[src/rtl/pipelined_cla_adder_pkg.sv]
// Shared arithmetic definitions: operating-mode struct, mode/flag encodings
// and the elaboration-time helper that sizes the pipeline.
package arith_pkg;

  typedef struct packed {
    logic sub;
    logic sgn;
  } mode_t;

  localparam logic MODE_ADD     = 1'b0;
  localparam logic MODE_SUB     = 1'b1;
  localparam logic REP_UNSIGNED = 1'b0;
  localparam logic REP_SIGNED   = 1'b1;

  // Bit positions inside the two-bit result flag vector.
  localparam int FLAG_MSB = 0;
  localparam int FLAG_OVF = 1;

  function automatic int ceil_div(input int n, input int d);
    return (n + d - 1) / d;
  endfunction

endpackage

[src/rtl/pipelined_cla_adder_if.sv]
// Operand/result stream bundle for the pipelined CLA adder.
// valid/ready: a word moves on a rising edge where valid and ready are both 1;
// in_ready is a combinational function of out_ready (global stall).
interface pipelined_cla_adder_if #(
  parameter int WIDTH = 12
) ();

  logic             in_valid;
  logic             in_ready;
  logic [WIDTH-1:0] in_a;
  logic [WIDTH-1:0] in_b;
  logic             in_cin;
  logic             in_sub;
  logic             in_signed;
  logic             out_valid;
  logic             out_ready;
  logic [WIDTH:0]   out_sum;
  logic             out_ovf;

  modport master (
    output in_valid, in_a, in_b, in_cin, in_sub, in_signed, out_ready,
    input  in_ready, out_valid, out_sum, out_ovf
  );

  modport slave (
    input  in_valid, in_a, in_b, in_cin, in_sub, in_signed, out_ready,
    output in_ready, out_valid, out_sum, out_ovf
  );

endinterface

[src/rtl/pipelined_cla_adder_cla_block.sv]
// One GW-bit carry-lookahead group: every carry is formed directly from the
// group's generate/propagate terms and cin, not rippled bit to bit.
module cla_block #(
  parameter int GW = 4
) (
  input  logic [GW-1:0] a,
  input  logic [GW-1:0] b,
  input  logic          cin,
  output logic [GW-1:0] sum,
  output logic          cout,
  output logic          c_msb_in
);

  logic [GW-1:0] g;
  logic [GW-1:0] p;
  logic [GW:0]   c;

  assign g = a & b;
  assign p = a ^ b;

  // c[i] = cin.p[0..i-1] | OR over j<i of g[j].p[j+1..i-1]
  always_comb begin
    logic term;
    term = 1'b0;
    c    = '0;
    c[0] = cin;
    for (int i = 1; i <= GW; i++) begin
      term = cin;
      for (int k = 0; k < i; k++) term = term & p[k];
      c[i] = term;
      for (int j = 0; j < i; j++) begin
        term = g[j];
        for (int k = j + 1; k < i; k++) term = term & p[k];
        c[i] = c[i] | term;
      end
    end
  end

  assign sum      = p ^ c[GW-1:0];
  assign cout     = c[GW];
  assign c_msb_in = c[GW-1];

endmodule

[src/rtl/pipelined_cla_adder.sv]
// Pipelined add/subtract: one BLOCK-bit CLA group resolved per stage with the
// group carry registered in between; the last group feeds the outputs.
module pipelined_cla_adder
  import arith_pkg::*;
#(
  parameter int WIDTH = 12,
  parameter int BLOCK = 4
) (
  input logic                 clk,
  input logic                 rst_n,
  pipelined_cla_adder_if.slave io
);

  localparam int NB      = ceil_div(WIDTH, BLOCK);
  localparam int LAST_GW = WIDTH - (NB - 1) * BLOCK;
  localparam int L       = NB - 1;

  logic [NB-1:0]            vld_q;
  logic [NB-1:0][WIDTH-1:0] a_q;
  logic [NB-1:0][WIDTH-1:0] b_q;
  logic [NB-1:0][WIDTH-1:0] s_q;
  logic [NB-1:0]            c_q;
  mode_t [NB-1:0]           mode_q;

  logic [NB-1:0][WIDTH-1:0] s_nxt;
  logic [NB-1:0]            cout_w;
  logic [NB-1:0]            cmsb_w;

  logic             stall;
  logic             accept;
  logic [WIDTH-1:0] b_d;
  logic             c0_d;
  mode_t            mode_d;

  assign stall       = vld_q[L] & ~io.out_ready;
  assign io.in_ready = ~stall;
  assign accept      = io.in_valid & ~stall;

  // Subtraction is A + ~B + 1; a borrow-in removes that +1.
  assign b_d        = (io.in_sub == MODE_SUB) ? ~io.in_b : io.in_b;
  assign c0_d       = (io.in_sub == MODE_SUB) ? ~io.in_cin : io.in_cin;
  assign mode_d.sub = io.in_sub;
  assign mode_d.sgn = io.in_signed;

  for (genvar k = 0; k < NB; k++) begin : g_stage
    localparam int LO = k * BLOCK;
    localparam int GW = (k == NB - 1) ? LAST_GW : BLOCK;
    localparam logic [WIDTH-1:0] MASK = ({WIDTH{1'b1}} >> (WIDTH - GW)) << LO;

    logic [GW-1:0] grp_sum;

    cla_block #(.GW(GW)) u_cla (
      .a        (a_q[k][LO +: GW]),
      .b        (b_q[k][LO +: GW]),
      .cin      (c_q[k]),
      .sum      (grp_sum),
      .cout     (cout_w[k]),
      .c_msb_in (cmsb_w[k])
    );

    assign s_nxt[k] = (s_q[k] & ~MASK) | (WIDTH'(grp_sum) << LO);
  end

  // Whole pipe advances together; bubbles shift like data.
  always_ff @(posedge clk or negedge rst_n) begin
    if (!rst_n) begin
      vld_q  <= '0;
      a_q    <= '0;
      b_q    <= '0;
      s_q    <= '0;
      c_q    <= '0;
      mode_q <= '0;
    end else if (!stall) begin
      vld_q[0]  <= accept;
      a_q[0]    <= io.in_a;
      b_q[0]    <= b_d;
      s_q[0]    <= '0;
      c_q[0]    <= c0_d;
      mode_q[0] <= mode_d;
      for (int k = 1; k < NB; k++) begin
        vld_q[k]  <= vld_q[k-1];
        a_q[k]    <= a_q[k-1];
        b_q[k]    <= b_q[k-1];
        s_q[k]    <= s_nxt[k-1];
        c_q[k]    <= cout_w[k-1];
        mode_q[k] <= mode_q[k-1];
      end
    end
  end

  logic [1:0] flags;
  logic       c_out;
  logic       c_in_msb;

  assign c_out    = cout_w[L];
  assign c_in_msb = cmsb_w[L];

  always_comb begin
    flags = '0;
    if (mode_q[L].sgn == REP_SIGNED) begin
      flags[FLAG_MSB] = a_q[L][WIDTH-1] ^ b_q[L][WIDTH-1] ^ c_out;
      flags[FLAG_OVF] = c_in_msb ^ c_out;
    end else if (mode_q[L].sub == MODE_SUB) begin
      flags[FLAG_MSB] = ~c_out;
      flags[FLAG_OVF] = ~c_out;
    end else begin
      flags[FLAG_MSB] = c_out;
      flags[FLAG_OVF] = c_out;
    end
  end

  assign io.out_valid = vld_q[L];
  assign io.out_sum   = {flags[FLAG_MSB], s_nxt[L]};
  assign io.out_ovf   = flags[FLAG_OVF];

  // Resolved/stale operand bits and inner-group MSB carries have no consumer.
  logic unused_sink;
  assign unused_sink = ^{a_q, b_q, s_q, cmsb_w};

endmodule

[src/flat_wrapper.sv]
// flat-port wrapper written by rule: the top's interface ports become plain ports
module pipelined_cla_adder_flat import arith_pkg::*;
#(
  parameter int WIDTH = 12,
  parameter int BLOCK = 4
)
  (clk, rst_n, io_in_valid, io_in_a, io_in_b, io_in_cin, io_in_sub, io_in_signed, io_out_ready, io_in_ready, io_out_valid, io_out_sum, io_out_ovf);
  pipelined_cla_adder_if #(.WIDTH(WIDTH)) io_i ();
  input logic clk;
  input logic rst_n;
  input wire logic [$bits(io_i.in_valid)-1:0] io_in_valid;
  input wire logic [$bits(io_i.in_a)-1:0] io_in_a;
  input wire logic [$bits(io_i.in_b)-1:0] io_in_b;
  input wire logic [$bits(io_i.in_cin)-1:0] io_in_cin;
  input wire logic [$bits(io_i.in_sub)-1:0] io_in_sub;
  input wire logic [$bits(io_i.in_signed)-1:0] io_in_signed;
  input wire logic [$bits(io_i.out_ready)-1:0] io_out_ready;
  output wire logic [$bits(io_i.in_ready)-1:0] io_in_ready;
  output wire logic [$bits(io_i.out_valid)-1:0] io_out_valid;
  output wire logic [$bits(io_i.out_sum)-1:0] io_out_sum;
  output wire logic [$bits(io_i.out_ovf)-1:0] io_out_ovf;
  assign io_i.in_valid = io_in_valid;
  assign io_i.in_a = io_in_a;
  assign io_i.in_b = io_in_b;
  assign io_i.in_cin = io_in_cin;
  assign io_i.in_sub = io_in_sub;
  assign io_i.in_signed = io_in_signed;
  assign io_i.out_ready = io_out_ready;
  assign io_in_ready = io_i.in_ready;
  assign io_out_valid = io_i.out_valid;
  assign io_out_sum = io_i.out_sum;
  assign io_out_ovf = io_i.out_ovf;
  pipelined_cla_adder #(.WIDTH(WIDTH), .BLOCK(BLOCK)) u_core (.clk(clk), .rst_n(rst_n), .io(io_i));
endmodule
[config.mk]
export PLATFORM = sky130hd
export DESIGN_NAME = pipelined_cla_adder_flat
export DESIGN_NICKNAME = d
export VERILOG_FILES = /design/src/rtl/pipelined_cla_adder_pkg.sv /design/src/rtl/pipelined_cla_adder_if.sv /design/src/rtl/pipelined_cla_adder_cla_block.sv /design/src/rtl/pipelined_cla_adder.sv /design/src/flat_wrapper.sv
export SDC_FILE = /design/constraint.sdc
export NUM_CORES = 1
export LEC_CHECK = 0
export CORE_ASPECT_RATIO = 1.2
export CORE_MARGIN = 1
export CORE_UTILIZATION = 55
export CTS_CLUSTER_DIAMETER = 80
export CTS_CLUSTER_SIZE = 24
export DETAILED_ROUTE_END_ITERATION = 6
export PLACE_DENSITY = 0.8
export SYNTH_ARGS = -nofsm -noshare
export SYNTH_HDL_FRONTEND = slang
export SYNTH_SLANG_ARGS = --single-unit
[constraint.sdc]
create_clock -name clk -period 2.5 [get_ports clk]
set_input_delay 0.375 -clock clk [delete_from_list [all_inputs] [get_ports clk]]
set_output_delay 0.375 -clock clk [all_outputs]
set_load 0.005 [all_outputs]
Yosys cells after proc, flatten, opt, wreduce, memory -nomap -nowiden
Cells that the tools add are included.
{"block": "classes", "mux": 4, "n_bitwise": 81}
{"operator": "1-bit bitwise AND", "n": 32}
{"operator": "1-bit bitwise OR", "n": 30}
{"operator": "4-bit bitwise XOR", "n": 6}
{"operator": "4-bit bitwise AND", "n": 3}
{"operator": "12-bit 2-to-1 mux", "n": 1}
{"operator": "12-bit NOT", "n": 1}
{"operator": "8-bit by 12-bit bitwise OR with 12-bit output", "n": 1}
{"operator": "4-bit by 8-bit bitwise OR with 8-bit output", "n": 1}
{"operator": "2-bit 2-to-1 mux", "n": 2}
{"operator": "1-bit NOT", "n": 4}
{"operator": "1-bit bitwise XOR", "n": 3}
{"operator": "1-bit 2-to-1 mux", "n": 1}
{"block": "totals", "register_bits": 96, "elab_cells": 101}

Longest topological paths before layout
Gate-level depths: netlist of run 1.
{"block": "logic_depth", "ltp_word": 12, "mapped_depth": 6, "ltp_nobuf": 5}

By module
Synthesis of run 1 repeated with hierarchy kept, for this count alone.
{"block": "hier_totals", "hier_cells": 242, "hier_area_um2": 3624.7}
{"mod": "pipelined_cla_adder", "n_inst": 1, "cells_per_inst": 197, "area_per_inst_um2": 3153.0}
{"mod": "cla_block at u_core.g_stage[0].u_cla ...", "n_inst": 2, "cells_per_inst": 15, "area_per_inst_um2": 162.7}
{"mod": "cla_block at u_core.g_stage[2].u_cla", "n_inst": 1, "cells_per_inst": 15, "area_per_inst_um2": 146.4}

Worst setup path after synthesis of run 1
OpenSTA, ideal clock, no wires.
{"block": "synth_path", "path_type": "register to output", "startpoint": "register u_core.b_q[32] in the netlist's numbering", "endpoint": "output io_out_sum[12]", "arrival_ns": 1.541, "required_ns": 2.125, "slack_ns": 0.584, "path_stages_with_launch": 6, "cell_sequence": "dfrtp_1 -> ha_1 -> ha_1 -> o211ai_1 -> a2111oi_1 -> a2111o_1"}
{"block": "synth_via", "elab_chain_cells": 12}
{"element": "start, declared", "line_no": "pipelined_cla_adder.sv:20", "source": "logic [NB-1:0][WIDTH-1:0] b_q;"}
{"element": "start signal, assigned by index", "line_no": "pipelined_cla_adder.sv:83", "source": "b_q[k] <= b_q[k-1];"}
{"element": "4-bit bitwise XOR", "line_no": "pipelined_cla_adder_cla_block.sv:19", "source": "assign p = a ^ b;"}
{"element": "1-bit bitwise AND (4 in a row)", "line_no": "pipelined_cla_adder_cla_block.sv:29", "source": "for (int k = 0; k < i; k++) term = term & p[k];"}
{"element": "1-bit bitwise OR * (4 in a row)", "line_no": "pipelined_cla_adder_cla_block.sv:34", "source": "c[i] = c[i] | term;"}
{"element": "1-bit NOT", "line_no": "pipelined_cla_adder.sv:104", "source": "flags[FLAG_MSB] = ~c_out;"}
{"element": "2-bit 2-to-1 mux", "line_no": "pipelined_cla_adder.sv:103", "source": "end else if (mode_q[L].sub == MODE_SUB) begin"}
{"element": "2-bit 2-to-1 mux *", "line_no": "pipelined_cla_adder.sv:100", "source": "if (mode_q[L].sgn == REP_SIGNED) begin"}
{"element": "end, declared", "line_no": "flat_wrapper.sv:20", "source": "output wire logic [$bits(io_i.out_sum)-1:0] io_out_sum;"}
Every way passes the cells marked *; elsewhere a longest branch is shown, timed or not.

Final worst setup path of run 1
{"block": "layout_path", "startpoint": "register u_core.a_q[32] in the netlist's numbering", "endpoint": "output io_out_sum[12]"}
{"block": "layout_via", "elab_chain_cells": 12}
{"element": "start, declared", "line_no": "pipelined_cla_adder.sv:19", "source": "logic [NB-1:0][WIDTH-1:0] a_q;"}
{"element": "start signal, assigned by index", "line_no": "pipelined_cla_adder.sv:82", "source": "a_q[k] <= a_q[k-1];"}
{"element": "4-bit bitwise XOR", "line_no": "pipelined_cla_adder_cla_block.sv:19"}
{"element": "1-bit bitwise AND (4 in a row)", "line_no": "pipelined_cla_adder_cla_block.sv:29"}
{"element": "1-bit bitwise OR * (4 in a row)", "line_no": "pipelined_cla_adder_cla_block.sv:34"}
{"element": "1-bit NOT", "line_no": "pipelined_cla_adder.sv:104"}
{"element": "2-bit 2-to-1 mux", "line_no": "pipelined_cla_adder.sv:103"}
{"element": "2-bit 2-to-1 mux *", "line_no": "pipelined_cla_adder.sv:100"}
Marks and branches as above.

==> reports/qor.log, run 1 <==
INFO  floorplanning  io_pins=47
INFO  placed_design  port-buffer-count=46
INFO  power          fin_total_pwr=0.005144W
INFO  global_routing initial_antenna_violation_count=0
INFO  setup_path     cp.required=2.12ns
INFO  synthesis      synth.area.top_cells=dfrtp_1, nand2_1, ha_1
INFO  synthesis      synth_instances=369
INFO  job            drv_cap=0
INFO  status         violations=design-rule violations, negative setup slack
INFO  synthesis      number_of_synthesized_flops_with_an_enable_pin=0
INFO  sta            final.setup.worst_slack=-0.009323ns
INFO  synthesis      netlist.area_leader.share=52.59%
INFO  routing        post-route-drc-count=1
INFO  sta            worst_hold_margin=0.03063ns
INFO  sta            slew_violations=0
INFO  cts            tritoncts.num_buffers=9
INFO  cells_and_area filler_cell_count=463
INFO  setup_path     crit-reg2reg-launch=u_core.b_q[0]
INFO  floorplanning  floorplan.initialDensity=56.98%
INFO  synthesis      yosysMostFrequentCell=nand2_1
INFO  sta            rsz_0062_raised_after_global_routing=yes
INFO  cells_and_area final_net_count=457
INFO  global_routing use_met3=4.214%
INFO  cts            cts-root-buf=clkbuf_8
INFO  sta            hold_viol_final=0
INFO  sta            timing.max_slew.rel_slack=59.10%
INFO  synthesis      largest_area_contributor_in_the_synthesized_netlist=dfrtp_1
INFO  synthesis      synthesis.yosys.warnings=0
INFO  cts            cts_tree=yes
INFO  cts            max-clock-path-buffers=2
INFO  sta            final.period_utilization=100.4%
INFO  synthesis      synth.cell_area=3426squm
INFO  routing        drt_first_iter_violations=206
INFO  setup_path     worstPathMaxFanout=3
INFO  cells_and_area design_area=4213squm
INFO  synthesis      async_reset_ff_share=100.0%
INFO  routing        drt.antenna.violating_nets=0
INFO  floorplanning  core_area=6012squm
INFO  synthesis      ys_seq_elements=72
INFO  sta            finalSetupViolations=1
INFO  sta            clock-skew-final=0.008590ns
INFO  floorplanning  rows=31
INFO  power          vdd_ir_drop_max=595.9uV
INFO  synthesis      synth-seq-area-share=52.59%
INFO  global_routing wire_length_of_the_first_global_routing_pass=10.22mm
INFO  global_routing met2_usage=36.45%
INFO  cells_and_area register_area=1802squm
INFO  synthesis      ys_top_cells_by_count=nand2_1, dfrtp_1, xnor2_1, buf_4, o21ai_0
INFO  synthesis      distinct_cell_type_count_of_the_synthesized_netlist=32
INFO  setup_path     crit_type=reg2out
INFO  synthesis      ys.flop_type=dfrtp_1
INFO  cts            htreeDepth=3
INFO  cts            tritoncts_num_sinks=72
INFO  cells_and_area post_route_cells_drive_above_1_share=9.201%
INFO  placed_design  gp_routability_congestion=0.7381
INFO  synthesis      synth_area_per_cell=9.284squm
INFO  global_routing grt_use_met1=24.52%
INFO  placed_design  placed_area=3872squm
INFO  power          powerDensity=1221nW/um^2
INFO  sta            clock.fmax=0.3985GHz
INFO  setup_path     critical_path.startpoint=u_core.a_q[32]
INFO  routing        routed_length_per_placed_instance=12.52um
INFO  routing        detail_route.vias_per_cell=5.026
INFO  sta            min_period=2.509ns
INFO  status         status=finished, violations left
INFO  cts            insertion_delay=0.35ns
INFO  cells_and_area multi_input_area=1471squm
INFO  global_routing grt_start_max_net_pins=92
INFO  placed_design  dp.final_hpwl=3.884mm
INFO  cells_and_area insertedDiodeCount=0
INFO  routing        drt_pass1_iterations=6
INFO  setup_path     timing.critical_path.from_type=flop
INFO  setup_path     timing.critical_path.to_type=output port
INFO  global_routing overflow=0
INFO  floorplanning  dieWidth=74.05um
INFO  routing        route.final.wire_length=6.196mm
INFO  power          power.leakage=2.080nW
INFO  cells_and_area flow.area_growth_from_synthesis=22.97%
INFO  global_routing grt_use_total=20.92%
INFO  setup_path     crit_arrival=2.13ns
INFO  floorplanning  die_area=6550squm
INFO  floorplanning  die_height=88.46um
INFO  min_path       worstHoldPathType=in2async
INFO  sta            max_slew.worst_pin.slew=0.6134ns
INFO  cts            clk_pin_slew=0.08ns
INFO  global_routing via_count_of_the_first_global_routing_pass=2379
INFO  synthesis      synthesis.nets=418
INFO  global_routing global_routing_s_busiest_layer=met2
INFO  routing        vias=2488
==> critical path, cell delays in order (launching register included) <==
cell       delay, ns
dfrtp_1         0.39
ha_1            0.30
ha_2            0.20
o211ai_1        0.20
buf_4           0.16
a2111oi_2       0.06
a2111o_1        0.36
clkbuf_2        0.12
==> power breakdown <==
group / total, W / switching [W] / internal, W / leakage, nW
Clock: 0.00122 / 0.000429 / 0.000792 / 0.130
Combinational: 0.00204 / 0.000991 / 0.00105 / 1.08
Sequential: 0.00188 / 0.000284 / 0.00160 / 0.870
Total: 0.00514 / 0.00170 / 0.00344 / 2.08
==> metal layers <==
metal / share of wire (%) / wire (um) / vias to the layer above
met5: 0 / 0 / -
met4: 2.1 / 130 / 0
met3: 2.1 / 133 / 13
met2: 53 / 3256 / 39
met1: 43 / 2675 / 1178
li1: - / - / 1258
==> logic make-up after synthesis <==
kind of cell    count (synthesis)  share of synthesized area, %
fa+ha+maj                      18                         7.232
simple gates                  186                         21.51
buf+inv                        33                         5.661
xor+xnor                       18                         4.602
compound gates                 42                         8.401
flops                          72                         52.59
==> path summary, 6_finish.rpt <==
check                      depth (start not counted)                to  slack, ns
setup / recovery                                   7    io_out_sum[12]     -0.009
hold / removal                                     1   u_core.vld_q[2]       0.03
setup reg to reg                                   5     u_core.c_q[1]       0.70
hold reg to reg                                    2  u_core.mode_q[0]       0.47
max in group asynchronous                          2    u_core.b_q[23]       1.74
min in group clk                                   2  u_core.mode_q[0]       0.47
==> state kept, by name, summed over array words and instances, names as in the netlist <==
register       cells
u_core.s_q        12
u_core.vld_q       3
u_core.a_q        24
u_core.c_q         3
u_core.mode_q      6
u_core.b_q        24
==> layout by cell type (no fill, tap or decap), drive strengths merged, types with 2 or more instances in the layout <==
master and instances:
fa 3, nand2b 4, o211a 3, o21a 7, dfrtp 72, dlygate4sd2 2
o21ai 16, ha 15, nor4 3, bufinv 4, nand2 168, o31ai 4
xnor2 17, clkdlybuf4s50 40, clkbuf 13, inv 4, a21o 3, nor3 4
a21oi 2, o31a 2, nor2 3, nor2b 2, buf 12
==> per-stage QoR <==
| step | utilization (%) | setup TNS (ns) | std cells | setup slack [ns] |
|---|---|---|---|---|
| CTS | 69.62 | -0.1758 | 493 | -0.1449 |
| global route | 70.07 | -0.06956 | 495 | -0.06956 |
| floorplan | - | 0 | 369 | 0.5840 |
| finish | 70.07 | -0.009323 | 495 | -0.009323 |
| global placement | 64.41 | 0 | 473 | 0.07321 |
| detailed placement | 64.41 | 0 | 473 | 0.03445 |
==> what timing repair did <==
item                       in CTS  in global routing
pin swaps                       6                  4
buffers inserted                4                  2
gates resized for setup         9                  7
setup endpoints to repair       4                  2
hold buffers                    0                  0
==> area by class of cell <==
| type | count | share of cell area [%] |
|---|---|---|
| tap | 82 | 2.435 |
| clock buffer | 11 | 3.356 |
| timing repair buffer | 57 | 13.13 |
| clock inverter | 5 | 3.029 |
| sequential | 72 | 42.77 |
| multi-input combinational | 264 | 34.93 |
| inverter | 4 | 0.3564 |
No activity file was read; power rests on OpenSTA's default activity.
==> run 2, diff against run 1 <==
Settings changed: HOLD_SLACK_MARGIN set to 0.05.
==> run 2 against run 1 <==
Net effect: the flow still finishes with violations (design-rule violations, negative setup slack); critical path depth unchanged; flip-flop and latch count unchanged; sequential share of layout area decreased by 0.10 points; utilization increased by 0.17 points; clock skew about the same; final cell count increased by 0.20%; count of clock-buffer cells in the layout unchanged; combinational power about the same; cell area increased by 0.24%; clock power about the same; largest cell class unchanged; largest power group unchanged; highest routed layer unchanged.
==> reports/qor.log, run 2 (synthesized netlist as in run 1, its figures left out) <==
INFO  status         status=finished, violations left
INFO  status         violations=design-rule violations, negative setup slack
INFO  routing        post-route-drc-count=1 [unchanged]
INFO  setup_path     cp.required=2.12ns [about the same]
INFO  sta            clock-skew-final=0.008811ns [+0.0002213 ns]
INFO  floorplanning  core_area=6012squm [unchanged]
INFO  global_routing global_routing_s_busiest_layer=met2
INFO  cts            tritoncts_num_sinks=72 [unchanged]
INFO  power          share_seq_of_total_power=36.6% [about the same]
INFO  power          powerDensity=1218nW/um^2 [-0.24%]
INFO  global_routing grt_start_max_net_pins=92 [unchanged]
INFO  power          clock_power_share=23.7% [about the same]
INFO  routing        detail_route.vias_per_cell=5.036 [+0.20%]
INFO  floorplanning  dieWidth=74.05um [unchanged]
INFO  routing        routed_length_per_placed_instance=12.49um [-0.25%]
INFO  floorplanning  rows=31 [unchanged]
INFO  sta            max_slew.worst_pin.slew=0.6122ns [-0.001274 ns]
INFO  floorplanning  die_height=88.46um [unchanged]
INFO  job            drv_cap=0 [unchanged]
INFO  placed_design  dp_cells=473 [unchanged]
INFO  cells_and_area insertedDiodeCount=0 [unchanged]
INFO  routing        drt_pass1_iterations=6 [unchanged]
INFO  power          comb_power_share=39.7% [about the same]
INFO  routing        drt.antenna.violating_nets=0 [unchanged]
INFO  power          power_switching_share=33.11% [about the same]
INFO  cells_and_area layout_top_registers=u_core.a_q x24, u_core.b_q x24, u_core.s_q x12
INFO  cells_and_area post_route_cells_drive_above_1_share=9.179% [-0.022 points]
INFO  floorplanning  io_pins=47 [unchanged]
INFO  routing        vias=2498 [+0.40%]
INFO  global_routing wire_length_of_the_first_global_routing_pass=10.23mm [+0.14%]
INFO  cts            htreeDepth=3 [unchanged]
INFO  min_path       worstHoldPathType=reg2reg
INFO  cts            cts_tree=yes
INFO  sta            finalSetupViolations=1 [unchanged]
INFO  placed_design  gp_routability_congestion=0.7381 [unchanged]
INFO  global_routing initial_antenna_violation_count=0 [unchanged]
INFO  sta            rsz_0062_raised_after_global_routing=yes
INFO  setup_path     timing.critical_path.to_type=output port
INFO  global_routing grt_use_met1=24.60% [+0.077 points]
INFO  placed_design  port-buffer-count=46 [unchanged]
INFO  cts            insertion_delay=0.35ns [about the same]
INFO  cts            tritoncts.num_buffers=9 [unchanged]
INFO  cells_and_area flow.area_growth_from_synthesis=23.27%
INFO  cells_and_area instances_no_fill=496 [+0.20%]
INFO  setup_path     crit_arrival=2.13ns [about the same]
INFO  setup_path     worstPathMaxFanout=3 [unchanged]
INFO  sta            slew_violations=0 [unchanged]
INFO  sta            timing.max_slew.rel_slack=59.19% [+0.085 points]
INFO  power          power.internal=0.003441W [about the same]
INFO  global_routing grt_use_total=20.94% [+0.024 points]
INFO  sta            final.setup.worst_slack=-0.009302ns [+0.00002110 ns]
INFO  power          net-switching-power=0.001703W [about the same]
INFO  sta            final.period_utilization=100.4% [about the same]
INFO  sta            clock.fmax=0.3985GHz [about the same]
INFO  sta            fin_setup_tns=-0.009302ns [+0.00002110 ns]
INFO  routing        route.final.wire_length=6.193mm [about the same]
INFO  setup_path     timing.critical_path.from_type=flop
INFO  placed_design  dp.final_hpwl=3.884mm [unchanged]
INFO  cells_and_area final_net_count=458 [+0.22%]
INFO  global_routing use_met3=4.214% [unchanged]
INFO  global_routing via_count_of_the_first_global_routing_pass=2382 [+0.13%]
INFO  cts            max-clock-path-buffers=2 [unchanged]
INFO  cts            clk_pin_slew=0.08ns [about the same]
INFO  floorplanning  die_area=6550squm [unchanged]
INFO  sta            worst_hold_margin=0.4663ns [+0.4356 ns]
INFO  global_routing overflow=0 [unchanged]
INFO  power          vdd_ir_drop_max=595.9uV [about the same]
INFO  floorplanning  floorplan.initialDensity=56.98% [unchanged]
INFO  cts            cts-root-buf=clkbuf_8
INFO  routing        drt_first_iter_violations=194 [-5.8%]
INFO  global_routing met2_usage=36.45% [unchanged]
INFO  power          power.leakage=2.084nW [+0.20%]
INFO  sta            hold_viol_final=0 [unchanged]
INFO  setup_path     crit_type=reg2out
INFO  cells_and_area layout_commonest_cell=nand2_1
INFO  cells_and_area mostFrequentLayoutCells=nand2_1, dfrtp_1, clkdlybuf4s50_1
INFO  sta            min_period=2.509ns [-0.00002110 ns]
-- run 2: final timing paths --
path | cells after the start | from | endpoint | slack, ns
setup / recovery | 7 | u_core.a_q[32] | io_out_sum[12] | -0.009
hold / removal | 2 | u_core.mode_q[0] | u_core.mode_q[0] | 0.47
setup reg to reg | 5 | u_core.b_q[0] | u_core.c_q[1] | 0.70
hold reg to reg | 2 | u_core.mode_q[0] | u_core.mode_q[0] | 0.47
max in group asynchronous | 3 | rst_n | u_core.b_q[23] | 1.21
min in group asynchronous | 2 | rst_n | u_core.vld_q[2] | 0.57
-- run 2: timing repair --
item,in CTS,in global routing
endpoints found under the hold margin,5,0
pin swaps,6,4
gates resized for setup,9,7
cloned,0,0
endpoints found under the setup margin,4,2
hold buffers,1,0
buffers inserted,4,2
-- run 2: layout make-up --
| cell class | instances | area, sq um |
|---|---|---|
| Sequential cell | 72 | 1802 |
| Fill cell | 463 | 1789 |
| Multi-Input combinational cell | 264 | 1471 |
| Timing Repair Buffer | 58 | 563.0 |
| Clock buffer | 11 | 141.4 |
| Clock inverter | 5 | 127.6 |
| Tap cell | 82 | 102.6 |
| Inverter | 4 | 15.01 |
-- run 2: per-stage QoR --
stage,power [W],setup WS [ns],utilization [%],area (sq um)
global placement,0.003767,0.07321,64.41,3872
floorplan,0.003304,0.5840,-,3426
detailed placement,0.003876,0.03445,64.41,3872
CTS,0.005122,-0.1449,69.78,4195
global route,0.005518,-0.06956,70.24,4223
finish,0.005144,-0.009302,70.24,4223
-- run 2: per-layer routing --
layer / vias up / part of all wire [%]
li1: 1259 / -
met1: 1182 / 43
met2: 44 / 53
met3: 13 / 2.6
met4: 0 / 2.1
met5: - / 0
-- run 2: critical path, cell delays in order (launching register included) --
cell	delay [ns]
dfrtp_1	0.39
ha_1	0.30
ha_2	0.20
o211ai_1	0.20
buf_4	0.16
a2111oi_2	0.06
a2111o_1	0.36
clkbuf_2	0.12
-- run 2: power groups by stage --
stage / sequential, W / combinational [W] / clock [W]
2_1_floorplan: 0.00183 / 0.00147 / 0
3_3_place_gp: 0.00188 / 0.00189 / 0
3_5_place_dp: 0.00190 / 0.00197 / 0
4_1_cts: 0.00188 / 0.00201 / 0.00123
5_1_grt: 0.00194 / 0.00229 / 0.00129
6_report: 0.00188 / 0.00204 / 0.00122
